**src/rtl/sa_pkg.sv**
```systemverilog
// Shared definitions for the systolic tile sequencer: state encoding and
// helpers that derive the skew-drain length and counter widths.
package sa_pkg;

    typedef logic [2:0] state_t;

    localparam state_t ST_IDLE    = 3'd0;
    localparam state_t ST_RUN     = 3'd1;
    localparam state_t ST_DRAIN   = 3'd2;
    localparam state_t ST_CAPTURE = 3'd3;
    localparam state_t ST_UNLOAD  = 3'd4;

    // Cycles of zero injection needed to flush the diagonal skew of the array.
    function automatic int drain_len(input int rows, input int cols);
        return rows + cols - 2;
    endfunction

    // Counter width that stays legal (>= 1 bit) even for a range of one value.
    function automatic int cnt_width(input int n);
        return (n > 1) ? $clog2(n) : 1;
    endfunction

endpackage

```
**src/rtl/sa_row_unloader.sv**
```systemverilog
// Row unload port: presents one result row at a time over valid/ready and
// flags the acceptance of the final row.
module sa_row_unloader #(
    parameter int ROWS = 8,
    parameter int RW   = 3
) (
    input  logic          clk,
    input  logic          rstn,
    input  logic          active,
    input  logic          out_ready,
    output logic          out_valid,
    output logic [RW-1:0] out_row,
    output logic          last_accept
);

    logic [RW-1:0] row_reg;
    logic          accept;
    logic          is_last;

    assign out_valid   = active;
    assign accept      = active & out_ready;
    assign is_last     = (row_reg == RW'(ROWS - 1));
    assign last_accept = accept & is_last;
    assign out_row     = row_reg;

    // Row index advances only on a handshake and wraps to 0 after the last row,
    // so it is already 0 when the next tile begins unloading.
    always_ff @(posedge clk) begin
        if (!rstn) begin
            row_reg <= '0;
        end else if (accept) begin
            row_reg <= is_last ? '0 : row_reg + 1'b1;
        end
    end

endmodule

```
**src/rtl/sa_core_ctrl.sv**
```systemverilog
// Tile sequencer for a ROWS x COLS systolic core: fires on operand
// availability, drains the skew with zero injection, captures results and
// unloads rows over valid/ready.
// Optional stall counter output perf_stall is built when SA_CTRL_PERF_EN is defined.
module sa_core_ctrl
    import sa_pkg::*;
#(
    parameter int ROWS = 8,
    parameter int COLS = 8,
    parameter int MAXK = 1024,
    parameter int KW   = $clog2(MAXK + 1)
) (
    input  logic                          clk,
    input  logic                          rstn,
    input  logic                          start,
    input  logic [KW-1:0]                 cfg_k,
    input  logic [ROWS-1:0]               a_empty,
    input  logic [COLS-1:0]               w_empty,
    input  logic [ROWS-1:0]               a_full,
    input  logic [COLS-1:0]               w_full,
    output logic                          inp_ready,
    output logic                          fire,
    output logic                          zero_inj,
    output logic                          capture,
    output logic                          out_valid,
    input  logic                          out_ready,
    output logic [cnt_width(ROWS)-1:0]    out_row,
    output logic                          busy,
    output logic                          done,
`ifdef SA_CTRL_PERF_EN
    output logic                          err_k,
    output logic [31:0]                   perf_stall
`else
    output logic                          err_k
`endif
);

    localparam int DLEN = drain_len(ROWS, COLS);
    localparam int DW   = cnt_width(DLEN + 1);
    localparam int RW   = cnt_width(ROWS);

    state_t          state_reg;
    state_t          state_next;
    logic [KW-1:0]   k_reg;
    logic [KW-1:0]   kcnt_reg;
    logic [DW-1:0]   dcnt_reg;
    logic            done_reg;
    logic            err_reg;

    logic            lanes_ready;
    logic            k_ok;
    logic            start_ok;
    logic            run_last;
    logic            last_accept;

    assign inp_ready   = ~|a_full & ~|w_full;
    assign lanes_ready = ~|a_empty & ~|w_empty;
    assign k_ok        = (cfg_k != '0) && (cfg_k <= KW'(MAXK));
    assign start_ok    = (state_reg == ST_IDLE) && start && k_ok;
    assign run_last    = (state_reg == ST_RUN) && lanes_ready && (kcnt_reg == k_reg - 1'b1);

    assign fire     = ((state_reg == ST_RUN) && lanes_ready) || (state_reg == ST_DRAIN);
    assign zero_inj = (state_reg == ST_DRAIN);
    assign capture  = (state_reg == ST_CAPTURE);
    assign busy     = (state_reg != ST_IDLE);
    assign done     = done_reg;
    assign err_k    = err_reg;

    sa_row_unloader #(
        .ROWS (ROWS),
        .RW   (RW)
    ) u_unloader (
        .clk         (clk),
        .rstn        (rstn),
        .active      (state_reg == ST_UNLOAD),
        .out_ready   (out_ready),
        .out_valid   (out_valid),
        .out_row     (out_row),
        .last_accept (last_accept)
    );

    // Next-state selection; a zero-length drain goes straight to capture.
    always_comb begin
        state_next = state_reg;
        case (state_reg)
            ST_IDLE:    if (start_ok) state_next = ST_RUN;
            ST_RUN:     if (run_last) state_next = (DLEN == 0) ? ST_CAPTURE : ST_DRAIN;
            ST_DRAIN:   if (dcnt_reg == DW'(1)) state_next = ST_CAPTURE;
            ST_CAPTURE: state_next = ST_UNLOAD;
            ST_UNLOAD:  if (last_accept) state_next = ST_IDLE;
            default:    state_next = ST_IDLE;
        endcase
    end

    // State register.
    always_ff @(posedge clk) begin
        if (!rstn) state_reg <= ST_IDLE;
        else       state_reg <= state_next;
    end

    // Reduction depth latch, fire counter and drain down-counter.
    always_ff @(posedge clk) begin
        if (!rstn) begin
            k_reg    <= '0;
            kcnt_reg <= '0;
            dcnt_reg <= '0;
        end else begin
            if (start_ok) begin
                k_reg    <= cfg_k;
                kcnt_reg <= '0;
            end else if ((state_reg == ST_RUN) && lanes_ready) begin
                kcnt_reg <= kcnt_reg + 1'b1;
            end
            if (run_last)                   dcnt_reg <= DW'(DLEN);
            else if (state_reg == ST_DRAIN) dcnt_reg <= dcnt_reg - 1'b1;
        end
    end

    // Registered one-cycle status pulses: tile done and rejected start.
    always_ff @(posedge clk) begin
        if (!rstn) begin
            done_reg <= 1'b0;
            err_reg  <= 1'b0;
        end else begin
            done_reg <= last_accept;
            err_reg  <= (state_reg == ST_IDLE) && start && !k_ok;
        end
    end

`ifdef SA_CTRL_PERF_EN
    logic [31:0] perf_reg;
    logic        stall_evt;

    assign stall_evt  = ((state_reg == ST_RUN) && !lanes_ready) ||
                        ((state_reg == ST_UNLOAD) && !out_ready);
    assign perf_stall = perf_reg;

    // Saturating stall counter, cleared when a new tile is accepted.
    always_ff @(posedge clk) begin
        if (!rstn)                             perf_reg <= '0;
        else if (start_ok)                     perf_reg <= '0;
        else if (stall_evt && perf_reg != '1)  perf_reg <= perf_reg + 1'b1;
    end
`endif

endmodule
```
**config.mk**
```make
export PLATFORM = sky130hd
export DESIGN_NAME = sa_core_ctrl
export DESIGN_NICKNAME = d
export VERILOG_FILES = /design/src/rtl/sa_pkg.sv /design/src/rtl/sa_row_unloader.sv /design/src/rtl/sa_core_ctrl.sv
export SDC_FILE = /design/constraint.sdc
export NUM_CORES = 1
export LEC_CHECK = 0
export BUFFER_PORTS_ARGS = -buffer_cell sky130_fd_sc_hd__buf_2
export CAP_MARGIN = 20
export CORE_ASPECT_RATIO = 2
export CORE_UTILIZATION = 45
export DETAILED_ROUTE_END_ITERATION = 8
export GPL_TIMING_DRIVEN = 0
export MAX_ROUTING_LAYER = met4
export PLACE_DENSITY = 0.71
export SLEW_MARGIN = 20
export SYNTH_ARGS = -nofsm -noshare
export SYNTH_HDL_FRONTEND = slang
export SYNTH_SLANG_ARGS = --single-unit
```
**constraint.sdc**
```tcl
create_clock -name clk -period 6.8 [get_ports clk]
set_input_delay 0.34 -clock clk [delete_from_list [all_inputs] [get_ports clk]]
set_output_delay 0.34 -clock clk [all_outputs]
set_load 0.01 [all_outputs]
```
==> summary.md, run 1 <==
| Metric | Value |
|---|---|
| Ant. Diodes | `0` |
| Post-route ant nets | `0` |
| Detailed-route DRC error count | `0` |
| CTS tree | `done` |
| Arrival time at the worst endpoint | `2.63 ns` |
| WP data required | `6.97 ns` |
| Crit path kind | `flip-flop to flip-flop` |
| Fin util | `57.5%` |
| TritonCTS buffer count | `5` |
| Worst path depth | `6` |
| Largest net degree at the start of global routing | `11` |
| CTS Hold Bufs | `0` |
| HP Start | `start` |
| Die area | `4520 sq um` |
| DP Wirelength | `3290 um` |
| Run status | `finished, final reports clean` |
| GPL Wtd Cong | `0.848` |
| Final Slew Violations | `0` |
| Final period utilization | `36.3%` |
| H-tree depth | `2` |
| Fin. Hold Viols | `0` |
| Slew @ Worst Pin | `0.703 ns` |
| Worst ir drop on vdd | `0.184 mV` |
| Worst setup EP type | `flip-flop` |
| CTS Root Cell | `clkbuf_8` |
| Sequential share of the synthesized area | `35.7%` |
| Clock Pin Slew Worst Setup and Hold Paths | `0.07 ns` |
| Pwr dens | `189 nW/um^2` |
| CP Buf/Inv Count | `1` |
| GRT Residual Overflow | `0` |
| Min Hold Slack | `0.328 ns` |
| Initial antenna violation count | `0` |
| Final setup violation count | `0` |
| Drt wl/cell | `12.3 um` |
| Final Non-Filler Cells | `335` |
| Yosys reg bits | `34` |
| Rel. slew slack | `53.1%` |
| Startpoint Class | `flip-flop` |
| Final wirelength | `4130 um` |
| Slowest stage delay, CP | `0.51 ns` |
| Mapped Nets | `271` |
| Crit. Startpoint | `k_reg[2]` |
| Area growth syn-to-layout | `23.1%` |
| Worst path top cell family by delay | `simple AND/OR/NAND/NOR gates` |
| Die height | `94.1 um` |
| Postcts setup bufs | `0` |
| DP Cell Count | `327` |
| 1st-iter DRT viols | `15` |
| Port bufs | `57` |
| Vias per inst | `5.16` |
| Reg2reg start | `k_reg[2]` |
| Nets | `335` |
| Via Count | `1728` |
| Critical path's slowest cell | `or4_1` |
| Post-CTS Resized | `0` |
| Post-synthesis instance total | `218` |
| Final setup TNS | `0 ns` |
| Mean Syn Cell Area | `8.75 sq um` |
| Synthesized area | `1910 sq um` |
| Fin area | `2350 sq um` |
| Max-cap violations | `0` |
| RSZ-0062 raised after global routing | `false` |
| Crit-path cells | `buf_6 > or4_4 > or4_1 > a221o_1 > a311oi_4 > o22ai_1` |
| Minimum clock period after layout | `2.47 ns` |
| HP Class | `input port to flip-flop` |
| Skew-Pair Late Insertion Delay | `0.29 ns` |
| First-pass GRT wire length | `6720 um` |
| Leak | `0.975 nW` |
| Worst-path maximum fanout | `7` |
| Die width | `48.0 um` |
| Vias in the first global route | `1635` |
| Clock Tree Buf Depth | `2` |
| Core Box Area | `4090 sq um` |
| Core Rows | `33` |
| All-layer global routing usage | `21.3%` |
| Layout cells sized above 1 | `23.7%` |
| Skew final | `0.00377 ns` |
| Library cells used by synthesis | `37` |
| Initial Util | `46.7%` |
| YS warnings | `0` |
| DR pass1 iterations | `4` |
| Hold depth | `3` |
| F_max | `405 MHz` |
| Io pins | `58` |
| Sink Count | `34` |
| Placed inst area | `2260 sq um` |
| Reg2Reg Depth | `6` |
-- worst register-to-register path: cells and delay by family, from the launching register on --
kind	cells	cell delay [ns]
AO/OA/AOI/OAI	3	0.91
buffers and inverters	1	0.13
flip-flops	1	0.31
AND/OR/NAND/NOR	2	1.00
-- cell families after synthesis --
| logic type | synth area share [%] |
|---|---|
| AO/OA/AOI/OAI | 7.61 |
| XOR/XNOR | 13.3 |
| adder cells (fa/ha/maj) | 3.93 |
| buffers and inverters | 2.95 |
| flip-flops | 35.7 |
| multiplexers | 7.87 |
| AND/OR/NAND/NOR | 28.7 |
-- placed cells by master, fill, tap and decap left out, types with 2 or more instances in the layout --
| cell type | n |
|---|---|
| a21oi_1 | 5 |
| and2_1 | 3 |
| and3_1 | 5 |
| buf_2 | 57 |
| clkbuf_1 | 5 |
| clkbuf_8 | 6 |
| dfxtp_1 | 34 |
| ha_1 | 6 |
| inv_1 | 7 |
| mux2i_1 | 15 |
| nand2_1 | 12 |
| nand3_1 | 8 |
| nand4_1 | 6 |
| nor2_1 | 23 |
| nor2b_1 | 15 |
| nor3_1 | 5 |
| nor3b_1 | 3 |
| nor4_1 | 12 |
| o21a_1 | 3 |
| o21ai_0 | 5 |
| or3_1 | 2 |
| xnor2_1 | 17 |
| xor2_1 | 12 |
-- power by group --
part / total, W / internal (W) / switching (W)
Clock: 0.000155 / 0.0000816 / 0.0000732
Combinational: 0.0000778 / 0.0000397 / 0.0000381
Sequential: 0.000211 / 0.000205 / 0.00000648
Total: 0.000444 / 0.000326 / 0.000118
-- area by class of cell --
cell class / instances / area [sq um]
repair buffers: 57 / 285
fillers: 417 / 1740
plain buffers: 6 / 30.0
multi-input cells: 171 / 1170
inverters: 7 / 26.3
clock inverters: 1 / 5.00
well taps: 52 / 65.1
flip-flops and latches: 34 / 681
clock buffers: 7 / 86.3
-- metal layers --
layer,global-route usage [%],up-vias,part of all wire (%)
li1,-,895,-
met4,9.03,0,1.9
met3,3.46,6,3.6
met1,19.5,786,37
met2,39.3,41,58
met5,-,-,0
-- per-stage QoR --
stage,total power (W),setup slack [ns]
detailed placement,0.000295,4.31
finish,0.000444,4.33
global route,0.000465,4.12
CTS,0.000446,4.31
global placement,0.000293,4.33
floorplan,0.000268,4.49
-- synthesized netlist by cell type --
cell | instances | area [sq um]
a31oi_1 | 1 | 6.26
o21ai_0 | 5 | 25.0
clkbuf_1 | 4 | 15.0
nand2b_1 | 1 | 6.26
a311oi_4 | 1 | 26.3
o211ai_1 | 1 | 7.51
nor3_1 | 5 | 25.0
and3_1 | 5 | 31.3
buf_6 | 1 | 11.3
nand4_1 | 6 | 37.5
nand2_1 | 12 | 45.0
nor2b_1 | 15 | 93.8
inv_1 | 7 | 26.3
or4_1 | 1 | 7.51
and2_1 | 3 | 18.8
nor4b_1 | 1 | 8.76
xnor2_1 | 17 | 149
and3b_1 | 1 | 8.76
or3_1 | 2 | 12.5
xor2_1 | 12 | 105
nand3_1 | 8 | 40.0
nor4_1 | 12 | 75.1
nand3b_1 | 1 | 7.51
a31o_1 | 1 | 8.76
a21oi_1 | 5 | 25.0
dfxtp_1 | 34 | 681
buf_1 | 1 | 3.75
ha_1 | 6 | 75.1
a21boi_0 | 1 | 7.51
a221o_1 | 1 | 10.0
and4_1 | 1 | 8.76
o22ai_1 | 1 | 6.26
or4_4 | 1 | 11.3
o21a_1 | 3 | 22.5
mux2i_1 | 15 | 150
nor2_1 | 23 | 86.3
nor3b_1 | 3 | 22.5
-- worst paths after layout --
path | endpoint | slack, ns
hold / removal | state_reg[0] | 0.33
hold reg to reg | kcnt_reg[8] | 0.52
setup / recovery | state_reg[0] | 4.33
setup reg to reg | state_reg[0] | 4.33
Power figures use the tool's default switching activity.
==> run 2: changes to the inputs <==
Clock period 6.8 ns to 2.49 ns, I/O delays scaled along.
==> run 2 against run 1 <==
Against the previous run:
- total power rose to 2.7 times the previous value
- clock power grew to 2.7 times the previous value
- sequential share of layout area shrank 0.12 points
- die area is the same
- routed wire length is 0.19% lower
- utilization rose by 0.24 points
- final area is 0.43% higher
- maximum frequency grew 2.5%
- hold slack got worse by 0.21 ns
- critical endpoint is now state_reg[1]
- largest power group unchanged
==> summary.md, run 2 (synthesized netlist as in run 1, its figures left out) <==
| Metric | Value |
|---|---|
| Clock share of power | `34.9% (about the same)` |
| Switching power | `0.000322 W (was 0.000118 W)` |
| Minimum clock period after layout | `2.41 ns (was 2.47 ns)` |
| 1st-iter DRT viols | `25 (was 15)` |
| GRT Residual Overflow | `0 (unchanged)` |
| HP Start | `cfg_k[3] (was start)` |
| Post-route ant nets | `0 (unchanged)` |
| Die width | `48.0 um (unchanged)` |
| Worst-path maximum fanout | `7 (unchanged)` |
| Pwr dens | `514 nW/um^2 (was 189 nW/um^2)` |
| Die area | `4520 sq um (unchanged)` |
| Fin util | `57.7% (was 57.5%)` |
| DP Wirelength | `3290 um (unchanged)` |
| CTS tree | `done (unchanged)` |
| Slowest stage delay, CP | `0.51 ns (about the same)` |
| Clock Tree Buf Depth | `2 (unchanged)` |
| Arrival time at the worst endpoint | `2.64 ns (was 2.63 ns)` |
| Worst path top cell family by delay | `simple AND/OR/NAND/NOR gates (unchanged)` |
| Largest net degree at the start of global routing | `11 (unchanged)` |
| Nets | `336 (was 335)` |
| Layout fillers | `415 (was 417)` |
| H-tree depth | `2 (unchanged)` |
| Drt wl/cell | `12.3 um (about the same)` |
| Final period utilization | `96.7% (was 36.3%)` |
| Final setup TNS | `0 ns (unchanged)` |
| Die height | `94.1 um (unchanged)` |
| Max-cap violations | `0 (unchanged)` |
| GPL Wtd Cong | `0.848 (unchanged)` |
| Storage element area | `681 sq um (unchanged)` |
| Critical path's slowest cell | `or4_1 (unchanged)` |
| CP Buf/Inv Count | `2 (was 1)` |
| Vias in the first global route | `1635 (unchanged)` |
| HP Class | `input port to flip-flop (unchanged)` |
| P_int | `0.000890 W (was 0.000326 W)` |
| Run status | `finished, final reports clean (unchanged)` |
| Fin. Hold Viols | `0 (unchanged)` |
| Slew @ Worst Pin | `0.696 ns (was 0.703 ns)` |
| Worst setup EP type | `flip-flop (unchanged)` |
| Met1 Track Usage GR | `19.5% (unchanged)` |
| Skew final | `0.00414 ns (was 0.00377 ns)` |
| Crit path kind | `flip-flop to flip-flop (unchanged)` |
| Detailed-route DRC error count | `0 (unchanged)` |
| Initial Util | `46.7% (unchanged)` |
| Most frequent cells in the layout | `buf_2 (57), dfxtp_1 (34), nor2_1 (22) (was buf_2 (57), dfxtp_1 (34), nor2_1 (23))` |
| All-layer global routing usage | `21.3% (unchanged)` |
| Worst ir drop on vdd | `0.502 mV (was 0.184 mV)` |
| TritonCTS buffer count | `5 (unchanged)` |
| Vias per inst | `5.15 (was 5.16)` |
| Ant. Diodes | `0 (unchanged)` |
| Area occupied by multi-input gates | `1170 sq um (about the same)` |
| Final setup violation count | `0 (unchanged)` |
| Area growth syn-to-layout | `23.7% (was 23.1%)` |
| Sink Count | `34 (unchanged)` |
| WP data required | `2.72 ns (was 6.97 ns)` |
| GR Util met3 | `3.46% (unchanged)` |
| Sequential power share | `47.5% (was 47.6%)` |
| F_max | `416 MHz (was 405 MHz)` |
| Layout cells sized above 1 | `24.3% (was 23.7%)` |
| Initial antenna violation count | `0 (unchanged)` |
| Most Used Layer, Global Route | `met2 (unchanged)` |
| Clock Pin Slew Worst Setup and Hold Paths | `0.07 ns (about the same)` |
| Io pins | `58 (unchanged)` |
| Core Box Area | `4090 sq um (unchanged)` |
| Crit. Startpoint | `k_reg[2] (unchanged)` |
| Skew-Pair Late Insertion Delay | `0.29 ns (about the same)` |
| RSZ-0062 raised after global routing | `false (unchanged)` |
| Sw Share | `26.6% (was 26.5%)` |
| Most common cell after layout, fill and taps aside | `buf_2 (unchanged)` |
| Leak | `0.980 nW (was 0.975 nW)` |
| DR pass1 iterations | `3 (was 4)` |
| Final Slew Violations | `0 (unchanged)` |
| Startpoint Class | `flip-flop (unchanged)` |
| Met2 Track Usage GR | `39.3% (unchanged)` |
| Reg2reg start | `k_reg[2] (unchanged)` |
| Crit-path cells | `buf_6 > or4_4 > or4_1 > a221o_1 > a311oi_4 > buf_4 > a31o_1 (was buf_6 > or4_4 > or4_1 > a221o_1 > a311oi_4 > o22ai_1)` |
| Final wirelength | `4120 um (was 4130 um)` |
| CTS Root Cell | `clkbuf_8 (unchanged)` |
| Core Rows | `33 (unchanged)` |
| Port bufs | `57 (unchanged)` |
| First-pass GRT wire length | `6720 um (unchanged)` |
| Comb power frac | `17.6% (was 17.5%)` |
| Via Count | `1731 (was 1728)` |
| Rel. slew slack | `53.6% (was 53.1%)` |
-- run 2: cell types whose count changed in the layout (fill, tap and decap cells not counted) --
cell    before  now
buf_4        0    1
nor2_2       0    1
nor2_1      23   22
-- run 2: timing repair --
item	4_1_cts	5_1_grt
gates resized for setup	0	1
hold buffers	0	0
gates cloned	0	0
pin swaps	1	0
buffers inserted	0	1
setup endpoints to repair	1	6
-- run 2: layout make-up --
cell class,instances,share of cell area [%]
Timing Repair Buffer,58,12.4
Buffer,6,1.27
Clock inverter,1,0.212
Sequential cell,34,28.8
Inverter,7,1.11
Tap cell,52,2.76
Clock buffer,7,3.66
Multi-Input combinational cell,171,49.7
-- run 2: path summary, 6_finish.rpt --
path                  endpoint  slack [ns]  cells past startpoint
setup / recovery  state_reg[1]        0.08                      7
hold / removal        k_reg[3]        0.12                      3
setup reg to reg  state_reg[1]        0.08                      7
hold reg to reg    kcnt_reg[8]        0.52                      2
-- run 2: worst register-to-register path, delay by kind of cell, from the launching register on --
| family | cells | cell delay, ns |
|---|---|---|
| simple gates | 2 | 1.00 |
| flops | 1 | 0.31 |
| buf+inv | 2 | 0.32 |
| compound gates | 3 | 0.72 |
-- run 2: per-layer routing --
layer | vias to the layer above | wire length, um
met2 | 41 | 2390
met5 | - | 0
met1 | 787 | 1520
li1 | 897 | -
met3 | 6 | 136
met4 | 0 | 76
-- run 2: per-stage QoR --
stage / setup slack [ns] / hold slack (ns) / cells / total power (W) / area [sq um]
2_1_floorplan: 0.177 / 0.275 / 218 / 0.000732 / 1910
3_3_place_gp: 0.0190 / 0.400 / 327 / 0.000799 / 2260
3_5_place_dp: 0.000537 / 0.416 / 327 / 0.000804 / 2260
4_1_cts: 0.0548 / 0.116 / 335 / 0.00122 / 2350
5_1_grt: 0.00250 / 0.127 / 336 / 0.00127 / 2360
6_report: 0.0833 / 0.117 / 336 / 0.00121 / 2360
-- run 2: power groups by stage --
stage / clock, W / combinational, W / sequential (W)
2_1_floorplan: 0 / 0.000148 / 0.000584
4_1_cts: 0.000427 / 0.000216 / 0.000577
3_3_place_gp: 0 / 0.000210 / 0.000589
3_5_place_dp: 0 / 0.000215 / 0.000589
6_report: 0.000423 / 0.000213 / 0.000576
5_1_grt: 0.000449 / 0.000243 / 0.000578
==> run 3: changes to the inputs <==
Settings changed: ABC_AREA set to 1, PLACE_DENSITY 0.71 to 0.7, SLEW_MARGIN 20 to 10.
==> run 3 against run 2 <==
Against the previous run:
- final area grew 7.7%
- combinational power is 36% higher
- final cell count increased by 36%
- sequential share of layout area is 2.1 points lower
- critical endpoint is now state_reg[0]
- largest cell class unchanged
- largest power group unchanged
- highest routed layer unchanged
==> summary.md, run 3 <==
| Metric | Value |
|---|---|
| Crit-path cells | `inv_1 > ha_1 > inv_1 > nand2_1 > nand2_1 > nor2_1 > nand2_1 > nor2_1 > nand2_1 > nor2_1 > nand3_2 > nand2_1 > o21ai_1 > nand2_1 > inv_1 (was buf_6 > or4_4 > or4_1 > a221o_1 > a311oi_4 > buf_4 > a31o_1)` |
| Worst-path maximum fanout | `5 (was 7)` |
| Largest net degree at the start of global routing | `11 (unchanged)` |
| Detailed-route DRC error count | `0 (unchanged)` |
| Cell mode on critical path | `nand2_1` |
| TritonCTS buffer count | `5 (unchanged)` |
| Post-synth top area cell | `dfxtp_1 (unchanged)` |
| Crit path kind | `flip-flop to flip-flop (unchanged)` |
| WP data required | `2.68 ns (was 2.72 ns)` |
| Library cells used by synthesis | `28 (was 37)` |
| Slew @ Worst Pin | `0.475 ns (was 0.696 ns)` |
| Die width | `50.3 um (was 48.0 um)` |
| Reg-to-reg setup timing slack | `0.62 ns (was 0.08 ns)` |
| Postcts setup bufs | `0 (unchanged)` |
| Vias in the first global route | `2127 (was 1635)` |
| Arrival time at the worst endpoint | `2.06 ns (was 2.64 ns)` |
| Area occupied by multi-input gates | `1220 sq um (was 1170 sq um)` |
| Clock share of power | `33.0% (was 34.9%)` |
| YS warnings | `0 (unchanged)` |
| Pre-CTS WS | `0.616 ns (was 0.000537 ns)` |
| Final setup violation count | `0 (unchanged)` |
| Post-synth EDFFs | `0 (unchanged)` |
| GRT Residual Overflow | `0 (unchanged)` |
| Top cells by area, synth | `dfxtp_1 (32%), nand2_1 (16%), nor2_1 (9.5%) (was dfxtp_1 (36%), mux2i_1 (7.9%), xnor2_1 (7.8%))` |
| Skew final | `0.00854 ns (was 0.00414 ns)` |
| Most common cell after layout, fill and taps aside | `nand2_1 (was buf_2)` |
| Synthesized area | `2100 sq um (was 1910 sq um)` |
| Layout fillers | `510 (was 415)` |
| Top_reg_cell synth | `dfxtp_1 (unchanged)` |
| Most numerous cell in the Yosys netlist | `nand2_1 (was dfxtp_1)` |
| Initial antenna violation count | `0 (unchanged)` |
| Yosys reg bits | `34 (unchanged)` |
| Min Hold Slack | `0.120 ns (was 0.117 ns)` |
| Max-cap violations | `0 (unchanged)` |
| Sw Share | `30.8% (was 26.6%)` |
| Storage element area | `681 sq um (unchanged)` |
| Ant. Diodes | `0 (unchanged)` |
| Vias per inst | `5.06 (was 5.15)` |
| Slowest stage delay, CP | `0.33 ns (was 0.51 ns)` |
| CTS Root Cell | `clkbuf_8 (unchanged)` |
| DR pass1 iterations | `4 (was 3)` |
| Minimum clock period after layout | `1.87 ns (was 2.41 ns)` |
| Most frequent cells in the layout | `nand2_1 (90), buf_2 (59), nor2_1 (53) (was buf_2 (57), dfxtp_1 (34), nor2_1 (22))` |
| Top Metal Used | `met4 (unchanged)` |
| Final Slew Violations | `0 (unchanged)` |
| Fin area | `2540 sq um (was 2360 sq um)` |
| Post-synth top area share | `32.5% (was 35.7%)` |
| F_max | `534 MHz (was 416 MHz)` |
| RSZ-0062 raised after global routing | `false (unchanged)` |
| HP Class | `input port to flip-flop (unchanged)` |
| Rel. slew slack | `68.3% (was 53.6%)` |
| Switching power | `0.000400 W (was 0.000322 W)` |
| PnR worst setup slack | `0.619 ns (was 0.0833 ns)` |
| Clock Pin Slew Worst Setup and Hold Paths | `0.07 ns (about the same)` |
| Wire length on met3 | `206 um (was 136 um)` |
| Run status | `finished, final reports clean (unchanged)` |
| Core Box Area | `4420 sq um (was 4090 sq um)` |
| Layout cells sized above 1 | `18.1% (was 24.3%)` |
| WL met1 | `1890 um (was 1520 um)` |
| Worst ir drop on vdd | `0.430 mV (was 0.502 mV)` |
| Reg2Reg Depth | `15 (was 7)` |
| Pwr dens | `511 nW/um^2 (was 514 nW/um^2)` |
| HP Start | `cfg_k[10] (was cfg_k[3])` |
| Drt wl/cell | `11.9 um (was 12.3 um)` |
| Io pins | `58 (unchanged)` |
| Sequential share of the synthesized area | `32.5% (was 35.7%)` |
| Final wirelength | `5420 um (was 4120 um)` |
| Fin. Hold Viols | `0 (unchanged)` |
| Leak | `1.26 nW (was 0.980 nW)` |
| DP Wirelength | `4480 um (was 3290 um)` |
| CTS Hold Bufs | `0 (unchanged)` |
| Nets | `455 (was 336)` |
| Reg2reg start | `k_reg[0] (was k_reg[2])` |
| Core Rows | `34 (was 33)` |
| Worst setup EP type | `flip-flop (unchanged)` |
| Die height | `98.5 um (was 94.1 um)` |
| All-layer global routing usage | `23.6% (was 21.3%)` |
| Synth top cells by count | `nand2_1 (90), nor2_1 (53), inv_1 (47) (was dfxtp_1 (34), nor2_1 (23), xnor2_1 (17))` |
| Final period utilization | `75.1% (was 96.7%)` |
| Startpoint Class | `flip-flop (unchanged)` |
| Sink Count | `34 (unchanged)` |
| Final setup TNS | `0 ns (unchanged)` |
| Area growth syn-to-layout | `21.2% (was 23.7%)` |
| P_int | `0.000898 W (was 0.000890 W)` |
| Mean Syn Cell Area | `6.20 sq um (was 8.75 sq um)` |
| Clock Tree Buf Depth | `2 (unchanged)` |
| CTS tree | `done (unchanged)` |
| 1st-iter DRT viols | `42 (was 25)` |
| Post-synthesis instance total | `338 (was 218)` |
| Hold Path Sink | `k_reg[10] (was k_reg[3])` |
| GPL Wtd Cong | `0.862 (was 0.848)` |
| Initial Util | `47.4% (was 46.7%)` |
| H-tree depth | `2 (unchanged)` |
| Placed inst area | `2450 sq um (was 2260 sq um)` |
| Skew-Pair Late Insertion Delay | `0.29 ns (about the same)` |
| Port bufs | `57 (unchanged)` |
| Critical path's slowest cell | `dfxtp_1 (was or4_1)` |
| First-pass GRT wire length | `8560 um (was 6720 um)` |
| Mapped Nets | `391 (was 271)` |
| Hold depth | `3 (unchanged)` |
| Metal2 WL | `3100 um (was 2390 um)` |
| Comb power frac | `22.4% (was 17.6%)` |
| Sequential power share | `44.7% (was 47.5%)` |
| Die area | `4950 sq um (was 4520 sq um)` |
| Ys async rst share | `0% (unchanged)` |
| Via Count | `2314 (was 1731)` |
| Post-route ant nets | `0 (unchanged)` |
| Capture point of the worst reg-to-reg path | `state_reg[0] (was state_reg[1])` |
| Post-CTS Resized | `0 (unchanged)` |
[run 3: cell types whose count changed in the layout (fill, tap and decap cells not counted), moves of 9 or more]
| cell | change |
|---|---|
| a21oi_1 | +20 |
| o21ai_0 | +9 |
| xnor2_1 | -13 |
| nand2_1 | +78 |
| mux2i_1 | -15 |
| nor2b_1 | -15 |
| nand3_1 | +11 |
| inv_1 | +40 |
| nor2_1 | +31 |
[run 3: power by group through the flow]
| stage | Combinational, W | Sequential [W] | Clock, W |
|---|---|---|---|
| floorplan | 0.000200 | 0.000589 | 0 |
| global placement | 0.000285 | 0.000592 | 0 |
| detailed placement | 0.000291 | 0.000592 | 0 |
| CTS | 0.000292 | 0.000579 | 0.000435 |
| global route | 0.000328 | 0.000582 | 0.000461 |
| finish | 0.000290 | 0.000580 | 0.000428 |
[run 3: worst max-delay path by stage]
stage | from | to | cells after the start
floorplan | k_reg[0] | state_reg[0] | 15
global placement | k_reg[0] | state_reg[0] | 15
detailed placement | k_reg[0] | state_reg[0] | 15
CTS | k_reg[0] | state_reg[0] | 15
global route | k_reg[0] | state_reg[0] | 15
finish | k_reg[0] | state_reg[0] | 15
[run 3: through the flow]
step	instances	power [W]	utilization, %
3_5_place_dp	449	0.000883	55.4
2_1_floorplan	338	0.000789	-
6_report	457	0.00130	57.4
4_1_cts	457	0.00131	57.4
5_1_grt	457	0.00137	57.4
3_3_place_gp	449	0.000877	55.4
[run 3: cell families (layout without fill, tap and decap cells)]
logic type               Yosys count  after routing  synth area share [%]
flip-flops                        34             34                  32.5
buffers and inverters             52            117                  9.49
adder cells (fa/ha/maj)            6              6                  3.58
AND/OR/NAND/NOR                  193            193                  39.9
XOR/XNOR                           9              9                  3.76
AO/OA/AOI/OAI                     44             44                  10.9
[run 3: layer usage]
layer | track usage, % | vias to the layer above
met2 | 48.5 | 67
met3 | 2.93 | 13
met4 | 12.7 | 0
met5 | - | -
li1 | - | 1206
met1 | 17.9 | 1028
[run 3: worst max-delay path, delay by kind of cell, from the launching register on]
family | cells | cell delay, ns
buf+inv | 3 | 0.17
compound gates | 1 | 0.06
flops | 1 | 0.33
fa+ha+maj | 1 | 0.30
simple gates | 10 | 0.90
[run 3: cell type report]
type / instances / share of cell area, %
plain buffers: 5 / 0.886
clock buffers: 7 / 3.40
clock inverters: 1 / 0.197
inverters: 47 / 6.94
multi-input cells: 252 / 47.9
flip-flops and latches: 34 / 26.8
well taps: 54 / 2.66
repair buffers: 57 / 11.2
